===== src/rtl/biquad8_coeff_loader_pkg.sv =====
// Shared types and constants for the biquad8 coefficient loader.
package biquad8_loader_pkg;

    localparam int unsigned SIDX_W   = 5;
    localparam int unsigned COEF_W   = 18;
    localparam int unsigned WB_ADR_W = 7;
    localparam int unsigned WB_DAT_W = 32;
    localparam int unsigned WB_SEL_W = 4;
    localparam int unsigned COUNT_W  = 8;

    typedef enum logic [1:0] {
        IDLE  = 2'd0,
        WRITE = 2'd1,
        UPD   = 2'd2,
        DRAIN = 2'd3
    } state_e;

    // Register map of the biquad8 filter block
    localparam logic [WB_ADR_W-1:0] ADR_UPDATE  = 7'h00;
    localparam logic [WB_ADR_W-1:0] ADR_FIR     = 7'h04;
    localparam logic [WB_ADR_W-1:0] ADR_IIR     = 7'h08;
    localparam logic [WB_ADR_W-1:0] ADR_POLEFIR = 7'h10;

    localparam logic [WB_DAT_W-1:0] UPDATE_DATA = 32'h0000_0001;
    localparam logic [WB_SEL_W-1:0] SEL_ALL     = 4'hF;

    // One WISHBONE write request as held on the bus
    typedef struct packed {
        logic [WB_ADR_W-1:0] adr;
        logic [WB_DAT_W-1:0] dat;
        logic [WB_SEL_W-1:0] sel;
    } wb_req_t;

    // Register index to byte address
    function automatic logic [WB_ADR_W-1:0] byte_adr(input logic [SIDX_W-1:0] idx);
        return {idx, 2'b00};
    endfunction

endpackage


===== src/rtl/biquad8_coeff_loader_if.sv =====
// WISHBONE initiator-side bus bundle for the coefficient loader.
interface biquad8_coeff_loader_if;
    import biquad8_loader_pkg::*;

    logic                wb_cyc_o;
    logic                wb_stb_o;
    logic                wb_we_o;
    logic [WB_ADR_W-1:0] wb_adr_o;
    logic [WB_DAT_W-1:0] wb_dat_o;
    logic [WB_SEL_W-1:0] wb_sel_o;
    logic                wb_ack_i;
    logic                wb_err_i;
    logic                wb_rty_i;
    logic [WB_DAT_W-1:0] wb_dat_i;

    modport master (
        output wb_cyc_o, wb_stb_o, wb_we_o, wb_adr_o, wb_dat_o, wb_sel_o,
        input  wb_ack_i, wb_err_i, wb_rty_i, wb_dat_i
    );

    modport slave (
        input  wb_cyc_o, wb_stb_o, wb_we_o, wb_adr_o, wb_dat_o, wb_sel_o,
        output wb_ack_i, wb_err_i, wb_rty_i, wb_dat_i
    );

endinterface


===== src/rtl/biquad8_coeff_loader.sv =====
// Streams coefficient beats into biquad8 registers over WISHBONE, optionally
// followed by an update-strobe write. Optional ack timeout: BIQUAD8_LOADER_TIMEOUT_EN.
module biquad8_coeff_loader
    import biquad8_loader_pkg::*;
#(
    parameter bit          UPDATE_ON_LAST = 1'b1,
    parameter int unsigned TIMEOUT_CYCLES = 255
) (
    input  logic                   wb_clk_i,
    input  logic                   wb_rst_i,
    biquad8_coeff_loader_if.master wb,
    input  logic                   s_valid_i,
    output logic                   s_ready_o,
    input  logic [SIDX_W-1:0]      s_adr_i,
    input  logic [COEF_W-1:0]      s_dat_i,
    input  logic                   s_last_i,
    output logic                   busy_o,
    output logic                   done_o,
    output logic                   err_o,
    output logic [COUNT_W-1:0]     count_o
);

    state_e             state_q, state_d;
    wb_req_t            req_q, req_d;
    logic               cyc_q, cyc_d, stb_q, stb_d, we_q, we_d;
    logic               last_q, last_d, first_q, first_d;
    logic               ready_q, ready_d, busy_q, busy_d;
    logic               done_q, done_d, err_q, err_d;
    logic [COUNT_W-1:0] count_q, count_d;
    logic               accept_c, ack_c, err_c, rty_c, to_hit_c, fail_c;
    logic               issue_c, drop_c;
    logic               unused_dat;

    // Bus responses only count while a strobed cycle is in flight
    assign accept_c   = s_valid_i && ready_q;
    assign ack_c      = cyc_q && stb_q && wb.wb_ack_i;
    assign err_c      = cyc_q && stb_q && wb.wb_err_i;
    assign rty_c      = cyc_q && stb_q && wb.wb_rty_i;
    assign fail_c     = err_c || (to_hit_c && !ack_c);
    assign unused_dat = ^wb.wb_dat_i;

`ifdef BIQUAD8_LOADER_TIMEOUT_EN
    localparam int unsigned      TO_W     = $clog2(TIMEOUT_CYCLES + 1);
    localparam logic [TO_W-1:0]  TO_LIMIT = TO_W'(TIMEOUT_CYCLES - 1);
    logic [TO_W-1:0] to_cnt_q, to_cnt_d;

    // Cycles the bus has been held since the current write was first issued
    always_comb begin
        to_cnt_d = to_cnt_q;
        if (issue_c) begin
            to_cnt_d = '0;
        end else if (cyc_q && (to_cnt_q != '1)) begin
            to_cnt_d = to_cnt_q + TO_W'(1);
        end
    end

    // Timeout counter register
    always_ff @(posedge wb_clk_i) begin
        if (wb_rst_i) to_cnt_q <= '0;
        else          to_cnt_q <= to_cnt_d;
    end

    assign to_hit_c = cyc_q && (to_cnt_q >= TO_LIMIT);
`else
    localparam int unsigned TIMEOUT_UNUSED = TIMEOUT_CYCLES;
    logic unused_issue;
    assign unused_issue = issue_c;
    assign to_hit_c     = 1'b0;
`endif

    // State and output registers
    always_ff @(posedge wb_clk_i) begin
        if (wb_rst_i) begin
            state_q <= IDLE;
            req_q   <= '0;
            cyc_q   <= 1'b0;
            stb_q   <= 1'b0;
            we_q    <= 1'b0;
            last_q  <= 1'b0;
            first_q <= 1'b1;
            ready_q <= 1'b0;
            busy_q  <= 1'b0;
            done_q  <= 1'b0;
            err_q   <= 1'b0;
            count_q <= '0;
        end else begin
            state_q <= state_d;
            req_q   <= req_d;
            cyc_q   <= cyc_d;
            stb_q   <= stb_d;
            we_q    <= we_d;
            last_q  <= last_d;
            first_q <= first_d;
            ready_q <= ready_d;
            busy_q  <= busy_d;
            done_q  <= done_d;
            err_q   <= err_d;
            count_q <= count_d;
        end
    end

    // Next-state and registered-output decode
    always_comb begin
        state_d = state_q;
        req_d   = req_q;
        cyc_d   = cyc_q;
        stb_d   = stb_q;
        we_d    = we_q;
        last_d  = last_q;
        first_d = first_q;
        done_d  = 1'b0;
        err_d   = err_q;
        count_d = count_q;
        issue_c = 1'b0;
        drop_c  = 1'b0;

        case (state_q)
            IDLE: begin
                if (accept_c) begin
                    state_d   = WRITE;
                    last_d    = s_last_i;
                    first_d   = 1'b0;
                    cyc_d     = 1'b1;
                    stb_d     = 1'b1;
                    we_d      = 1'b1;
                    req_d.adr = byte_adr(s_adr_i);
                    req_d.dat = WB_DAT_W'(s_dat_i);
                    req_d.sel = SEL_ALL;
                    issue_c   = 1'b1;
                    if (first_q) begin
                        err_d   = 1'b0;
                        count_d = '0;
                    end
                end
            end
            WRITE: begin
                if (!stb_q) begin
                    stb_d = 1'b1;
                end else if (fail_c) begin
                    drop_c  = 1'b1;
                    err_d   = 1'b1;
                    state_d = last_q ? IDLE : DRAIN;
                    first_d = last_q;
                end else if (ack_c) begin
                    drop_c = 1'b1;
                    if (count_q != '1) count_d = count_q + COUNT_W'(1);
                    if (last_q && UPDATE_ON_LAST) begin
                        state_d = UPD;
                    end else begin
                        state_d = IDLE;
                        done_d  = last_q;
                        first_d = last_q;
                    end
                end else if (rty_c) begin
                    stb_d = 1'b0;
                end
            end
            UPD: begin
                if (!cyc_q) begin
                    cyc_d   = 1'b1;
                    stb_d   = 1'b1;
                    we_d    = 1'b1;
                    req_d   = '{adr: ADR_UPDATE, dat: UPDATE_DATA, sel: SEL_ALL};
                    issue_c = 1'b1;
                end else if (!stb_q) begin
                    stb_d = 1'b1;
                end else if (fail_c) begin
                    drop_c  = 1'b1;
                    err_d   = 1'b1;
                    state_d = IDLE;
                    first_d = 1'b1;
                end else if (ack_c) begin
                    drop_c  = 1'b1;
                    done_d  = 1'b1;
                    state_d = IDLE;
                    first_d = 1'b1;
                end else if (rty_c) begin
                    stb_d = 1'b0;
                end
            end
            DRAIN: begin
                if (accept_c && s_last_i) begin
                    state_d = IDLE;
                    first_d = 1'b1;
                end
            end
            default: state_d = IDLE;
        endcase

        if (drop_c) begin
            cyc_d = 1'b0;
            stb_d = 1'b0;
            we_d  = 1'b0;
            req_d = '0;
        end

        ready_d = (state_d == IDLE) || (state_d == DRAIN);
        busy_d  = (state_d != IDLE);
    end

    assign wb.wb_cyc_o = cyc_q;
    assign wb.wb_stb_o = stb_q;
    assign wb.wb_we_o  = we_q;
    assign wb.wb_adr_o = req_q.adr;
    assign wb.wb_dat_o = req_q.dat;
    assign wb.wb_sel_o = req_q.sel;
    assign s_ready_o   = ready_q;
    assign busy_o      = busy_q;
    assign done_o      = done_q;
    assign err_o       = err_q;
    assign count_o     = count_q;

endmodule


===== src/flat_wrapper.sv =====
// flat-port wrapper written by rule: the top's interface ports become plain ports
module biquad8_coeff_loader_flat import biquad8_loader_pkg::*;
#(
    parameter bit          UPDATE_ON_LAST = 1'b1,
    parameter int unsigned TIMEOUT_CYCLES = 255
)
  (wb_clk_i, wb_rst_i, s_valid_i, s_ready_o, s_adr_i, s_dat_i, s_last_i, busy_o, done_o, err_o, count_o, wb_wb_cyc_o, wb_wb_stb_o, wb_wb_we_o, wb_wb_adr_o, wb_wb_dat_o, wb_wb_sel_o, wb_wb_ack_i, wb_wb_err_i, wb_wb_rty_i, wb_wb_dat_i);
  biquad8_coeff_loader_if wb_i ();
  input  logic wb_clk_i;
  input  logic wb_rst_i;
  input  logic s_valid_i;
  output logic s_ready_o;
  input  logic [SIDX_W-1:0] s_adr_i;
  input  logic [COEF_W-1:0] s_dat_i;
  input  logic s_last_i;
  output logic busy_o;
  output logic done_o;
  output logic err_o;
  output logic [COUNT_W-1:0] count_o;
  output wire logic [$bits(wb_i.wb_cyc_o)-1:0] wb_wb_cyc_o;
  output wire logic [$bits(wb_i.wb_stb_o)-1:0] wb_wb_stb_o;
  output wire logic [$bits(wb_i.wb_we_o)-1:0] wb_wb_we_o;
  output wire logic [$bits(wb_i.wb_adr_o)-1:0] wb_wb_adr_o;
  output wire logic [$bits(wb_i.wb_dat_o)-1:0] wb_wb_dat_o;
  output wire logic [$bits(wb_i.wb_sel_o)-1:0] wb_wb_sel_o;
  input wire logic [$bits(wb_i.wb_ack_i)-1:0] wb_wb_ack_i;
  input wire logic [$bits(wb_i.wb_err_i)-1:0] wb_wb_err_i;
  input wire logic [$bits(wb_i.wb_rty_i)-1:0] wb_wb_rty_i;
  input wire logic [$bits(wb_i.wb_dat_i)-1:0] wb_wb_dat_i;
  assign wb_wb_cyc_o = wb_i.wb_cyc_o;
  assign wb_wb_stb_o = wb_i.wb_stb_o;
  assign wb_wb_we_o = wb_i.wb_we_o;
  assign wb_wb_adr_o = wb_i.wb_adr_o;
  assign wb_wb_dat_o = wb_i.wb_dat_o;
  assign wb_wb_sel_o = wb_i.wb_sel_o;
  assign wb_i.wb_ack_i = wb_wb_ack_i;
  assign wb_i.wb_err_i = wb_wb_err_i;
  assign wb_i.wb_rty_i = wb_wb_rty_i;
  assign wb_i.wb_dat_i = wb_wb_dat_i;
  biquad8_coeff_loader #(.UPDATE_ON_LAST(UPDATE_ON_LAST), .TIMEOUT_CYCLES(TIMEOUT_CYCLES)) u_core (.wb_clk_i(wb_clk_i), .wb_rst_i(wb_rst_i), .wb(wb_i), .s_valid_i(s_valid_i), .s_ready_o(s_ready_o), .s_adr_i(s_adr_i), .s_dat_i(s_dat_i), .s_last_i(s_last_i), .busy_o(busy_o), .done_o(done_o), .err_o(err_o), .count_o(count_o));
endmodule

===== config.mk =====
export PLATFORM = sky130hd
export DESIGN_NAME = biquad8_coeff_loader_flat
export DESIGN_NICKNAME = d
export VERILOG_FILES = /design/src/rtl/biquad8_coeff_loader_pkg.sv /design/src/rtl/biquad8_coeff_loader_if.sv /design/src/rtl/biquad8_coeff_loader.sv /design/src/flat_wrapper.sv
export SDC_FILE = /design/constraint.sdc
export NUM_CORES = 1
export LEC_CHECK = 0
export CAP_MARGIN = 5
export CORE_UTILIZATION = 30
export CTS_BUF_LIST = sky130_fd_sc_hd__clkbuf_8
export CTS_CLUSTER_SIZE = 16
export DETAILED_ROUTE_END_ITERATION = 10
export MAX_ROUTING_LAYER = met4
export PLACE_DENSITY = 0.65
export SYNTH_ARGS = -nofsm -noshare
export SYNTH_HDL_FRONTEND = slang
export SYNTH_SLANG_ARGS = --single-unit

===== constraint.sdc =====
create_clock -name wb_clk_i -period 5.2 [get_ports wb_clk_i]
set_input_delay 0.52 -clock wb_clk_i [delete_from_list [all_inputs] [get_ports wb_clk_i]]
set_output_delay 0.52 -clock wb_clk_i [all_outputs]
set_load 0.005 [all_outputs]

==> results_dict.tcl <==
set metrics [dict create \
    grt_start_max_net_pins 27 \
    yosysSeqAreaShare_pct 39.0 \
    final_max_slew_viol_count 0 \
    worst_pin_slew_ps 1100 \
    start_kind "input port" \
    die-area_sq_um 7520 \
    die_y_microns 86.7 \
    synth_compound_area_share_pct 21.5 \
    first_global_vias 1739 \
    internal-power_uw 656 \
    rows 30 \
    final_layout_size_suffix_gt1_share_pct 5.86 \
    slew_headroom_pct 26.9 \
    max_cap_violations 0 \
    crit_type "in -> reg" \
    viasPerCell 4.86 \
    cp.required_ps 5340 \
    critPathMaxFanout 26 \
    ys_async_sr_fraction_pct 0 \
    synth_adder_area_share_pct 4.07 \
    switchingPower_uw 335 \
    ff_latch_area_sq_um 841 \
    avgSynthCellArea_sq_um 8.83 \
    drc 0 \
    cts_setup_buffers 0 \
    combPwrFrac_pct 36.8 \
    hp-class "reg -> reg" \
    coreArea_sq_um 6870 \
    power.density_nw_per_um2 337 \
    dp.cells 395 \
    final_common_cell "clkdlybuf4s50_1" \
    ys_ff_latch 42 \
    synth_top_area_share_pct 39.0 \
    post_cts_resized 0 \
    ant_nets 0 \
    worstPathArrival_ps 2510 \
    grt_pass1_wl_microns 8250 \
    hpwl_microns 3550 \
    synth.distinct_cells 52 \
    synth_top_family_by_area "simple AND/OR/NAND/NOR gates" \
    fin_crit_ps 2370 \
    wirelength_microns 5080 \
    vias 1960 \
    cts_made_buffers 5 \
    max_freq_ghz 0.423 \
    power_frac_clock_pct 22.5 \
    clockRootBuffer "clkbuf_8" \
    p_seq_share_pct 40.6 \
    netlist_instances 244 \
    antennaDiodeCount 0 \
    ys_warn_count 0 \
    switching_share_pct 33.8 \
    first_pass_iters 4 \
    finClkSkew_ps 3.05 \
    final_cell_mix "clkdlybuf4s50_1 (71), dfxtp_1 (42), nor2_1 (33)" \
    synth_simple_gate_area_share_pct 22.8 \
    clk_pin_slew_worst_paths_ps 80 \
    grtUsageTotal_pct 14.3 \
    place_congestion 0.871 \
    n_fill_cell 698 \
    stdcell_count 403 \
    cts_sinks 42 \
    ys.flop_type "dfxtp_1" \
    chipWidth_microns 86.7 \
    syn_area_sq_um 2150 \
    synth_xor_area_share_pct 0.407 \
    cts_hold_buf 0 \
    post_drt_wl_per_cell_microns 12.6 \
    p_leak_uw 0.00109 \
    htree_num_levels 2 \
    cp-end-kind "flip-flop" \
    min_period_over_period_pct 45.5 \
    port_buffers 71 \
    rsz0062_at_grt "false" \
    clk_latency_ps 290 \
    antenna_found_initial 0 \
    multiInputGateArea_sq_um 1140 \
    synth-edff-count 0 \
    first_iter_violations 75 \
    cts_tree "done" \
    final_area_sq_um 2940 \
    floorplan.initialDensity_pct 31.3 \
    cts_buffer_depth 2 \
    synth_mux_area_share_pct 0.930 \
    areaGrowthSynthToFinish_pct 36.4 \
    final_hold_viol_count 0 \
    fin_setup_tns_ps 0 \
    ios 120 \
    nets 375 \
    dpl-instance-area_sq_um 2840 \
    synth_area_leaders "dfxtp_1 (39%), a22oi_1 (7.7%), buf_4 (7.0%)" \
    final-setup-viol-count 0 \
    grt_overflow_total 0 \
    worst_ir_drop_vdd_mv 0.150 \
    status "complete, no violations" \
    yosysTopAreaCell "dfxtp_1" \
]
## path summary, 6_finish.rpt
kind,from,endpoint,depth (start not counted),slack (ps)
worst max-delay path,wb_wb_err_i,u_core.wb.wb_dat_o[16],4,2830
worst min-delay path,u_core.wb.wb_dat_o[0],u_core.wb.wb_dat_o[0],2,470
worst max register to register,u_core.state_q[1],u_core.wb.wb_dat_o[16],6,2890
worst min register to register,u_core.wb.wb_dat_o[0],u_core.wb.wb_dat_o[0],2,470
## cell type report
class	count	share of cell area, %
Clock buffer	6	2.81
Clock inverter	2	0.426
Inverter	7	0.895
Multi-Input combinational cell	178	38.7
Sequential cell	42	28.6
Tap cell	96	4.09
Timing Repair Buffer	72	24.5
## sequential cells by signal, indices dropped and copies added, names as in the netlist
register / count
u_core.busy_o: 1
u_core.count_o: 8
u_core.done_o: 1
u_core.err_o: 1
u_core.first_q: 1
u_core.last_q: 1
u_core.s_ready_o: 1
u_core.state_q: 2
u_core.wb.wb_adr_o: 5
u_core.wb.wb_cyc_o: 1
u_core.wb.wb_dat_o: 18
u_core.wb.wb_sel_o: 1
u_core.wb.wb_stb_o: 1
## logic make-up (layout without fill, tap and decap cells)
logic type      Yosys count  after routing
flops                    42             42
mux                       2              2
compound gates           63             63
other cells               1             16
simple gates             89             89
buf+inv                  39             87
fa+ha+maj                 7              7
xor+xnor                  1              1
## worst max-delay path, stage by stage
cell	delay [ps]
clkdlybuf4s50_1	690
o211ai_1	260
o21bai_2	920
nor2_1	120
## synthesized netlist by cell type, types with 3 or more instances
master / number
a211oi_1: 3
a22oi_1: 22
nand4_1: 4
buf_2: 8
dfxtp_1: 42
ha_1: 7
nor2_1: 33
nand3_1: 8
o21ai_0: 4
clkbuf_1: 3
a21oi_1: 12
nand2b_1: 5
nand2_1: 10
inv_1: 7
or4_1: 3
nor2b_1: 5
nor3_1: 4
buf_4: 20
## through the flow
step / hold slack [ps] / setup WS [ps] / total power [uW] / utilization (%)
final: 468 / 2830 / 991 / 42.8
after CTS: 469 / 2790 / 1000 / 42.8
after detailed placement: 456 / 2470 / 775 / 41.4
after global placement: 450 / 2530 / 771 / 41.4
after floorplan: 450 / 3240 / 643 / -
after global routing: 514 / 2610 / 1060 / 42.8
## metal layers
layer	wire (microns)	share of wire (%)	global-route usage (%)	vias up
li1	-	-	-	976
met1	2370	47	18.3	910
met2	2370	47	22.7	66
met3	282	5.6	3.24	8
met4	51	1.0	3.79	0
met5	0	0	-	-
## power groups by stage
stage               combinational, uW  clock [uW]  sequential (uW)
floorplan                         236           0              407
global placement                  363           0              409
detailed placement                365           0              409
CTS                               369         233              403
global route                      407         248              409
finish                            365         223              402
Note: power is estimated with default switching activity, not from simulation.
